`src/rtl/debounce_pkg.sv`:
```
// Shared types and helpers for the debounce FSM: state encoding and counter sizing.
package debounce_pkg;

    typedef enum logic [1:0] {
        IDLE_LOW  = 2'd0,
        WAIT_HIGH = 2'd1,
        IDLE_HIGH = 2'd2,
        WAIT_LOW  = 2'd3
    } state_e;

    // Width of the tick counter; never narrower than one bit.
    function automatic int cnt_width(input int stable_ticks);
        return (stable_ticks < 1) ? 1 : $clog2(stable_ticks + 1);
    endfunction

endpackage

```
`src/rtl/sync_ff.sv`:
```
// Parameterized-depth flop chain bringing an asynchronous input into the clk domain.
module sync_ff #(
    parameter int STAGES = 2
) (
    input  logic clk,
    input  logic reset_n,
    input  logic d_i,
    output logic q_o
);

    logic [STAGES-1:0] chain_q;

    // NOTE: sequential state uses non-blocking assignments so every flop samples pre-edge values.
    always_ff @(posedge clk or negedge reset_n) begin
        if (!reset_n) begin
            chain_q <= '0;
        end else begin
            chain_q <= {chain_q[STAGES-2:0], d_i};
        end
    end

    assign q_o = chain_q[STAGES-1];

endmodule

```
`src/rtl/debounce_fsm.sv`:
```
// Debounce FSM: qualifies a synchronized level change over STABLE_TICKS timer ticks,
// then emits a clean level plus one-cycle rise/fall pulses.
module debounce_fsm
    import debounce_pkg::*;
#(
    parameter int STABLE_TICKS = 8,
    parameter int SYNC_STAGES  = 2
) (
    input  logic clk,
    input  logic reset_n,
    input  logic noisy_in,
    input  logic tick,
    output logic timer_en,
    output logic db_level,
    output logic db_rise,
    output logic db_fall
);

    localparam int            CW       = cnt_width(STABLE_TICKS);
    localparam logic [CW-1:0] CNT_LAST = CW'(STABLE_TICKS - 1);

    logic          sync_in;
    state_e        state_q, state_d;
    logic [CW-1:0] cnt_q, cnt_d;
    logic          db_level_q, db_level_d;
    logic          db_rise_q, db_rise_d;
    logic          db_fall_q, db_fall_d;

    sync_ff #(
        .STAGES (SYNC_STAGES)
    ) u_sync (
        .clk     (clk),
        .reset_n (reset_n),
        .d_i     (noisy_in),
        .q_o     (sync_in)
    );

    // NOTE: every combinational output gets a default first, so no path can infer a latch.
    always_comb begin
        state_d = state_q;
        cnt_d   = cnt_q;

        unique case (state_q)
            IDLE_LOW: begin
                if (sync_in) begin
                    state_d = WAIT_HIGH;
                    cnt_d   = '0;
                end
            end
            WAIT_HIGH: begin
                // A bounce outranks a coincident tick.
                if (!sync_in) begin
                    state_d = IDLE_LOW;
                    cnt_d   = '0;
                end else if (tick) begin
                    if (cnt_q == CNT_LAST) begin
                        state_d = IDLE_HIGH;
                        cnt_d   = '0;
                    end else begin
                        cnt_d = cnt_q + 1'b1;
                    end
                end
            end
            IDLE_HIGH: begin
                if (!sync_in) begin
                    state_d = WAIT_LOW;
                    cnt_d   = '0;
                end
            end
            WAIT_LOW: begin
                if (sync_in) begin
                    state_d = IDLE_HIGH;
                    cnt_d   = '0;
                end else if (tick) begin
                    if (cnt_q == CNT_LAST) begin
                        state_d = IDLE_LOW;
                        cnt_d   = '0;
                    end else begin
                        cnt_d = cnt_q + 1'b1;
                    end
                end
            end
            default: begin
                state_d = IDLE_LOW;
                cnt_d   = '0;
            end
        endcase

        // Outputs are registered from the next state so they update on the accepting edge.
        db_level_d = (state_d == IDLE_HIGH) || (state_d == WAIT_LOW);
        db_rise_d  = (state_q == WAIT_HIGH) && (state_d == IDLE_HIGH);
        db_fall_d  = (state_q == WAIT_LOW)  && (state_d == IDLE_LOW);
    end

    // NOTE: all control state is reset asynchronously; a reset mid-WAIT simply aborts qualification.
    always_ff @(posedge clk or negedge reset_n) begin
        if (!reset_n) begin
            state_q    <= IDLE_LOW;
            cnt_q      <= '0;
            db_level_q <= 1'b0;
            db_rise_q  <= 1'b0;
            db_fall_q  <= 1'b0;
        end else begin
            state_q    <= state_d;
            cnt_q      <= cnt_d;
            db_level_q <= db_level_d;
            db_rise_q  <= db_rise_d;
            db_fall_q  <= db_fall_d;
        end
    end

    assign timer_en = (state_q == WAIT_HIGH) || (state_q == WAIT_LOW);
    assign db_level = db_level_q;
    assign db_rise  = db_rise_q;
    assign db_fall  = db_fall_q;

endmodule

```
`config.mk`:
```
export PLATFORM = sky130hd
export DESIGN_NAME = debounce_fsm
export DESIGN_NICKNAME = d
export VERILOG_FILES = /design/src/rtl/debounce_pkg.sv /design/src/rtl/sync_ff.sv /design/src/rtl/debounce_fsm.sv
export SDC_FILE = /design/constraint.sdc
export NUM_CORES = 1
export LEC_CHECK = 0
export ABC_AREA = 1
export CORE_MARGIN = 10
export CORE_UTILIZATION = 30
export CTS_BUF_LIST = sky130_fd_sc_hd__clkbuf_16
export DETAILED_ROUTE_END_ITERATION = 12
export GPL_TIMING_DRIVEN = 0
export HOLD_SLACK_MARGIN = 0.02
export MAX_ROUTING_LAYER = met4
export PLACE_DENSITY_LB_ADDON = 0.1
export SLEW_MARGIN = 10
export SYNTH_ARGS = -nofsm -noshare
export SYNTH_HDL_FRONTEND = slang
export SYNTH_SLANG_ARGS = --single-unit
```
`constraint.sdc`:
```
create_clock -name clk -period 1.95 [get_ports clk]
set_input_delay 0.195 -clock clk [delete_from_list [all_inputs] [get_ports clk]]
set_output_delay 0.195 -clock clk [all_outputs]
set_load 0.005 [all_outputs]
```
==> metrics.log, run 1 <==
INFO  metric outcome = finished clean
INFO  metric insertion_delay = 230 ps
INFO  metric simple_gate_share_of_the_synthesized_area = 0.314
INFO  metric critPathKind = reg2out
INFO  metric rsz_0062_raised_after_global_routing = false
INFO  metric gr-usage-all-layers = 0.0569
INFO  metric io_buffer_count = 7
INFO  metric clock_tree.htree_level_count = 1
INFO  metric end_kind = output port
INFO  metric worstReg2RegEnd = state_q[1]
INFO  metric dp.final_hpwl = 651 um
INFO  metric width_of_the_chip = between 60 and 70 um
INFO  metric cts_made_buffers = 3
INFO  metric synth_compound_gate_area_share = 0.0494
INFO  metric drtPass1Iterations = 4
INFO  metric min_period = ~1500 ps
INFO  metric cts-root-to-sink-buffers = 2
INFO  metric grt_first_pass_wirelength = approximately 1.5 mm
INFO  metric most-common-layout-cells = sky130_fd_sc_hd__nand2_1, sky130_fd_sc_hd__dfrtp_1, sky130_fd_sc_hd__clkdlybuf4s50_1
INFO  metric worst-path-max-fanout = 6
INFO  metric start_util = 0.320
INFO  metric final-instance-count-excl-fill = 81
INFO  metric finalHoldViolations = 0
INFO  metric power.leakage = around 0.31 nW
INFO  metric synth.cell_area = between 400 and 500 um2
INFO  metric rr_worst_depth = 6
INFO  metric comb_power_frac = 0.058
INFO  metric synth.ff_latch_count = 10
INFO  metric drt_drc_violations_left = 0
INFO  metric fp.dieArea = ~3600 um2
INFO  metric final_period_utilization = 0.779
INFO  metric hold_buffer_count_at_cts = 0
INFO  metric placed_cell_area = 572 um2
INFO  metric cts_resized = 0
INFO  metric initial_antenna_violation_count = 0
INFO  metric gpl.final_weighted_congestion = 0.721
INFO  metric core_area = about 1500 um2
INFO  metric antenna_left = 0
INFO  metric relSlewSlack = 0.704
INFO  metric dieHeight = roughly 60 um
INFO  metric power.clock.fraction = 0.577
INFO  metric mostFrequentLayoutCell = sky130_fd_sc_hd__nand2_1
INFO  metric power.switching = ~110 uW
INFO  metric synthXorXnorAreaFrac = 0.0364
INFO  metric finalInstanceArea = 651 um2
INFO  metric worst_max_slew_pin_slew = around 440 ps
INFO  metric synth.yosys.seq_area_share = 0.519
INFO  metric cts-root-buf = sky130_fd_sc_hd__clkbuf_16
INFO  metric vias_in_the_first_global_route = about 370
INFO  metric clock-skew-final = ~1.0 ps
INFO  metric p_int = roughly 500 uW
INFO  metric start_kind = register
INFO  metric layout-drive-gt1-share = 0.185
INFO  metric startpoint_of_the_worst_register_to_register_path = cnt_q[0]
INFO  metric antenna_cells = 0
INFO  metric clk_transition_reported_paths = 40 ps
INFO  metric max_cap_violations = 0
INFO  metric detail_route.iter0.violations = 4
INFO  metric worst-endpoint-required = 1750 ps
INFO  metric max-vdd-ir-drop = a little over 800 uV
INFO  metric power_per_cell_area = approximately 940 nW/um2
INFO  metric totalWireLength = approximately 820 um
INFO  metric final_setup_violation_count = 0
INFO  metric yosys-mux-area-fraction = 0
INFO  metric hold_path_class = in2async
INFO  metric final.setup.tns = 0 ps
INFO  metric synthAdderAreaFrac = 0.0260
INFO  metric cts_tree = yes
INFO  metric placement_rows = 14
INFO  metric clock_sinks = 10
INFO  metric timing.hold.ws = about 280 ps
INFO  metric detailroute.via_count = between 300 and 400
INFO  metric seqPwrFrac = 0.365
INFO  metric postCtsSetupRepairBufs = 0
INFO  metric power_total = roughly 610 uW
INFO  metric synth_cell_types = 18
INFO  metric finalMaxSlewViolations = 0
INFO  metric cp.arrival = between 1000 and 1500 ps
INFO  metric synth_cells = 54
INFO  metric placed_cells_incl_taps = 77
INFO  metric fmax = around 660 MHz
INFO  metric grt_start_max_net_pins = 11
INFO  metric post_synth.cell_area_avg = 8.92 um2
INFO  metric design.final.nets = a little over 70
INFO  metric areaGrowthSynthToFinish = 35.1%
INFO  metric power.share.switching = 0.184
INFO  metric ff_to_ff_setup_slack = 830 ps
INFO  metric routed_wire_length_per_instance = approximately 10 um
INFO  metric routed_vias_inst = ~4.3
INFO  metric grt_overflow = 0
INFO  metric syn_nets = 59
INFO  metric dominant_combinational_cell_family_by_area_after_synthesis = simple AND/OR/NAND/NOR gates
INFO  metric io_pins = 8
INFO  metric yosysWarnings = 0
[power by group through the flow]
stage                     Combinational (mW)  Clock, mW  Sequential, mW
after floorplan                       0.0190          0           0.225
after global placement                0.0359          0           0.226
after detailed placement              0.0361          0           0.226
after CTS                             0.0363      0.363           0.223
after global routing                  0.0410      0.375           0.225
final                                 0.0354      0.353           0.223
[logic make-up (layout without fill, tap and decap cells)]
group | after synthesis | in the layout
DFF | 10 | 10
AOI/OAI and AO/OA | 4 | 4
buffers and inverters | 7 | 18
adders and majority gates | 1 | 1
and+or+nand+nor | 30 | 30
xor gates and xnor gates | 2 | 2
[state kept, by name (all words and copies together), names as in the netlist]
signal,flops
u_sync.chain_q,2
state_q,2
db_fall,1
cnt_q,4
db_rise,1
[worst max path at each step]
| stage | startpoint | to | slack (ps) | cells past startpoint |
|---|---|---|---|---|
| 3_3_place_gp | tick | state_q[1] | 600 | 6 |
| 5_1_grt | state_q[0] | timer_en | 370 | 2 |
| 4_1_cts | state_q[0] | timer_en | 420 | 2 |
| 2_1_floorplan | cnt_q[0] | state_q[1] | 910 | 6 |
| 3_5_place_dp | tick | state_q[1] | 580 | 6 |
| 6_report | state_q[0] | timer_en | 430 | 2 |
[stage by stage]
step / setup slack [ps] / util
finish: 430 / 0.432
global route: 366 / 0.432
CTS: 419 / 0.432
detailed placement: 579 / 0.380
global placement: 597 / 0.380
floorplan: 908 / -
[final cells by class]
| class | instances | area, um2 |
|---|---|---|
| clock inverter | 1 | 3.75 |
| buffer | 1 | 3.75 |
| fill | 155 | 856 |
| multi-input combinational | 37 | 205 |
| clock buffer | 3 | 75.1 |
| tap | 16 | 20.0 |
| inverter | 6 | 22.5 |
| timing repair buffer | 7 | 70.1 |
| sequential | 10 | 250 |
[worst max-delay path, cell delays in order, from the launching register on]
cell and delay (ps):
sky130_fd_sc_hd__dfrtp_1 480, sky130_fd_sc_hd__clkbuf_1 120, sky130_fd_sc_hd__clkdlybuf4s50_1 500
[layer usage]
metal	up-vias	track usage	share of wire
met3	2	0.0445	0.095
met1	147	0.0584	0.49
met2	8	0.0809	0.41
li1	189	-	-
met4	0	0.0192	0.0097
met5	-	-	0
[cell usage after synthesis]
library cell	count	share of area
sky130_fd_sc_hd__nor2_2	1	0.013
sky130_fd_sc_hd__inv_2	2	0.016
sky130_fd_sc_hd__inv_1	4	0.031
sky130_fd_sc_hd__a21oi_1	1	0.010
sky130_fd_sc_hd__nand2_4	1	0.023
sky130_fd_sc_hd__nand3b_1	1	0.016
sky130_fd_sc_hd__nand2_1	18	0.14
sky130_fd_sc_hd__nand3_1	2	0.021
sky130_fd_sc_hd__nand2_2	1	0.013
sky130_fd_sc_hd__nor2_1	3	0.023
sky130_fd_sc_hd__xor2_1	2	0.036
sky130_fd_sc_hd__nor3_2	2	0.042
sky130_fd_sc_hd__nor2_4	1	0.023
sky130_fd_sc_hd__o21ai_2	1	0.018
sky130_fd_sc_hd__ha_1	1	0.026
sky130_fd_sc_hd__o21ai_0	2	0.021
sky130_fd_sc_hd__clkbuf_1	1	0.0078
sky130_fd_sc_hd__dfrtp_1	10	0.52
(Power assumes the default switching activity.)
==> inputs of run 2 (changes only) <==
==> constraint.sdc (replaced) <==
create_clock -name clk -period 1.5 [get_ports clk]
set_input_delay 0.15 -clock clk [delete_from_list [all_inputs] [get_ports clk]]
set_output_delay 0.15 -clock clk [all_outputs]
set_load 0.005 [all_outputs]
==> run 2 against run 1 <==
Cell area increased by 0.19%; via count increased by 1.2%; wire length rose by 0.37%; worst setup slack got worse by 340 ps; utilization increased by 0.083 points; critical endpoint unchanged; largest power group unchanged.
==> metrics.log, run 2 (synthesis gave the netlist of run 1 again) <==
INFO  metric antenna_left = 0
INFO  metric met2_wl = 338 um
INFO  metric critPathKind = reg2out
INFO  metric start_util = 0.320
INFO  metric final.setup.tns = 0 ps
INFO  metric outcome = finished clean
INFO  metric clock_sinks = 10
INFO  metric mostFrequentLayoutCell = sky130_fd_sc_hd__nand2_1
INFO  metric detailroute.via_count = 350
INFO  metric finalMaxSlewViolations = 0
INFO  metric hold_path_class = in2async
INFO  metric insertion_delay = 230 ps
INFO  metric clock_tree.htree_level_count = 1
INFO  metric initial_antenna_violation_count = 0
INFO  metric power.clock.fraction = 0.577
INFO  metric power.switching = approximately 150 uW
INFO  metric cpPeakStageDelay = slightly below 500 ps
INFO  metric largestRegisters = cnt_q: 4 flops, state_q: 2 flops, u_sync.chain_q: 2 flops
INFO  metric width_of_the_chip = 60.1 um
INFO  metric design.final.nets = 71
INFO  metric layout-drive-gt1-share = 0.200
INFO  metric fmax = 708 MHz
INFO  metric startpoint_of_the_worst_register_to_register_path = cnt_q[0]
INFO  metric gr-usage-all-layers = 0.0569
INFO  metric cts-root-to-sink-buffers = 2
INFO  metric routed_vias_inst = ~4.3
INFO  metric power.share.switching = 0.184
INFO  metric core_area = 1510 um2
INFO  metric worst-endpoint-required = 1350 ps
INFO  metric power_per_cell_area = around 1200 nW/um2
INFO  metric relSlewSlack = 0.704
INFO  metric fp.dieArea = between 3000 and 4000 um2
INFO  metric route.met3.wl = between 70 and 80 um
INFO  metric crit_slowest_cell = sky130_fd_sc_hd__clkdlybuf4s50_1
INFO  metric final_period_utilization = 0.941
INFO  metric worst-path-max-fanout = 6
INFO  metric dp.final_hpwl = 651 um
INFO  metric routed_wire_length_per_instance = 10.2 um
INFO  metric layout.area.seq = 251 um2
INFO  metric gpl.final_weighted_congestion = around 0.72
INFO  metric final_setup_violation_count = 0
INFO  metric postLayoutSetupSlackWorst = slightly below 90 ps
INFO  metric timing.critical_path.max_delay_family = buffers and inverters
INFO  metric cts-root-buf = sky130_fd_sc_hd__clkbuf_16
INFO  metric postCtsSetupRepairBufs = 0
INFO  metric placement.setup.worst_slack = ~170 ps
INFO  metric crit_buf_inv = 2
INFO  metric largest_reg_flops = 4
INFO  metric io_pins = 8
INFO  metric grt_overflow = 0
INFO  metric placement_rows = 14
INFO  metric max-vdd-ir-drop = ~1100 uV
INFO  metric cts_made_buffers = 3
INFO  metric drt-met1-wl = about 400 um
INFO  metric grt_start_max_net_pins = 11
INFO  metric drtPass1Iterations = 4
INFO  metric registers.top_by_ff_count = cnt_q
INFO  metric min_period = about 1400 ps
INFO  metric power_total = 796 uW
INFO  metric cp.arrival = approximately 1300 ps
INFO  metric drt_drc_violations_left = 0
INFO  metric vias_in_the_first_global_route = around 370
INFO  metric grt_first_pass_wirelength = 1.46 mm
INFO  metric multi_input_comb_area = around 200 um2
INFO  metric comb_power_frac = 0.058
INFO  metric rr_worst_depth = 6
INFO  metric seqPwrFrac = 0.365
INFO  metric top_routing_layer_used = met4
INFO  metric dieHeight = about 60 um
INFO  metric cts_tree = yes
INFO  metric clk_transition_reported_paths = roughly 40 ps
INFO  metric finalHoldViolations = 0
INFO  metric crit_path_cell_trace = clkbuf_1, clkdlybuf4s50_1
INFO  metric areaGrowthSynthToFinish = 35.3%
INFO  metric most-common-layout-cells = sky130_fd_sc_hd__nand2_1, sky130_fd_sc_hd__dfrtp_1, sky130_fd_sc_hd__clkdlybuf4s50_1
INFO  metric max_cap_violations = 0
INFO  metric p_int = ~650 uW
INFO  metric start_kind = register
INFO  metric end_kind = output port
INFO  metric n_fill_cell = approximately 160
INFO  metric io_buffer_count = 7
INFO  metric rsz_0062_raised_after_global_routing = false
INFO  metric power.leakage = 0.311 nW
INFO  metric detail_route.iter0.violations = 4
INFO  metric worstSetupPathDepth = 2
INFO  metric antenna_cells = 0
INFO  metric crit_path_start = state_q[0]
INFO  metric timing.hold.ws = ~230 ps
INFO  metric worst_max_slew_pin_slew = about 440 ps
INFO  metric clock-skew-final = roughly 1.1 ps
INFO  metric totalWireLength = 824 um
run 2: changes by cell type in the layout (fill, tap and decap cells not counted):
cell,before,now
sky130_fd_sc_hd__dfrtp_2,0,1
sky130_fd_sc_hd__dfrtp_1,10,9
run 2: through the flow:
| step | utilization | std cells | area (um2) |
|---|---|---|---|
| CTS | 0.432 | 81 | 651 |
| detailed placement | 0.380 | 77 | 572 |
| global route | 0.433 | 81 | 652 |
| global placement | 0.380 | 77 | 572 |
| floorplan | - | 54 | 482 |
| finish | 0.433 | 81 | 652 |
run 2: power groups by stage:
stage / combinational, mW / sequential (mW) / clock (mW)
floorplan: 0.0247 / 0.292 / 0
global placement: 0.0467 / 0.294 / 0
detailed placement: 0.0469 / 0.294 / 0
CTS: 0.0472 / 0.290 / 0.472
global route: 0.0537 / 0.293 / 0.487
finish: 0.0460 / 0.291 / 0.459
run 2: worst reg2reg max path, delay by kind of cell (launching register included):
| kind | cells | cell delay (ps) |
|---|---|---|
| adder cells (fa/ha/maj) | 1 | 220 |
| AND/OR/NAND/NOR | 5 | 420 |
| flip-flops | 1 | 410 |
run 2: routing by layer:
metal | up-vias | GRT usage
met5 | - | -
met4 | 0 | 0.0192
met3 | 2 | 0.0445
met2 | 8 | 0.0809
met1 | 151 | 0.0584
li1 | 189 | -
run 2: area by class of cell:
cell class | instances | share of cell area
buffer | 1 | 0.00576
clock buffer | 3 | 0.115
clock inverter | 1 | 0.00576
inverter | 6 | 0.0345
multi-input combinational | 37 | 0.315
sequential | 10 | 0.386
tap | 16 | 0.0307
timing repair buffer | 7 | 0.107
run 2: final timing paths:
check | slack [ps] | end
min in group clk | 340 | u_sync.chain_q[1]
max in group asynchronous | 940 | state_q[0]
worst max-delay path | 90 | timer_en
worst max register to register | 390 | cnt_q[3]
worst min-delay path | 230 | u_sync.chain_q[1]
worst min register to register | 340 | u_sync.chain_q[1]
run 2: timing repair:
action | CTS | global route
endpoints found under the hold margin | 0 | 0
endpoints found under the setup margin | 0 | 1
resized for setup | 0 | 1
hold buffers | 0 | 0
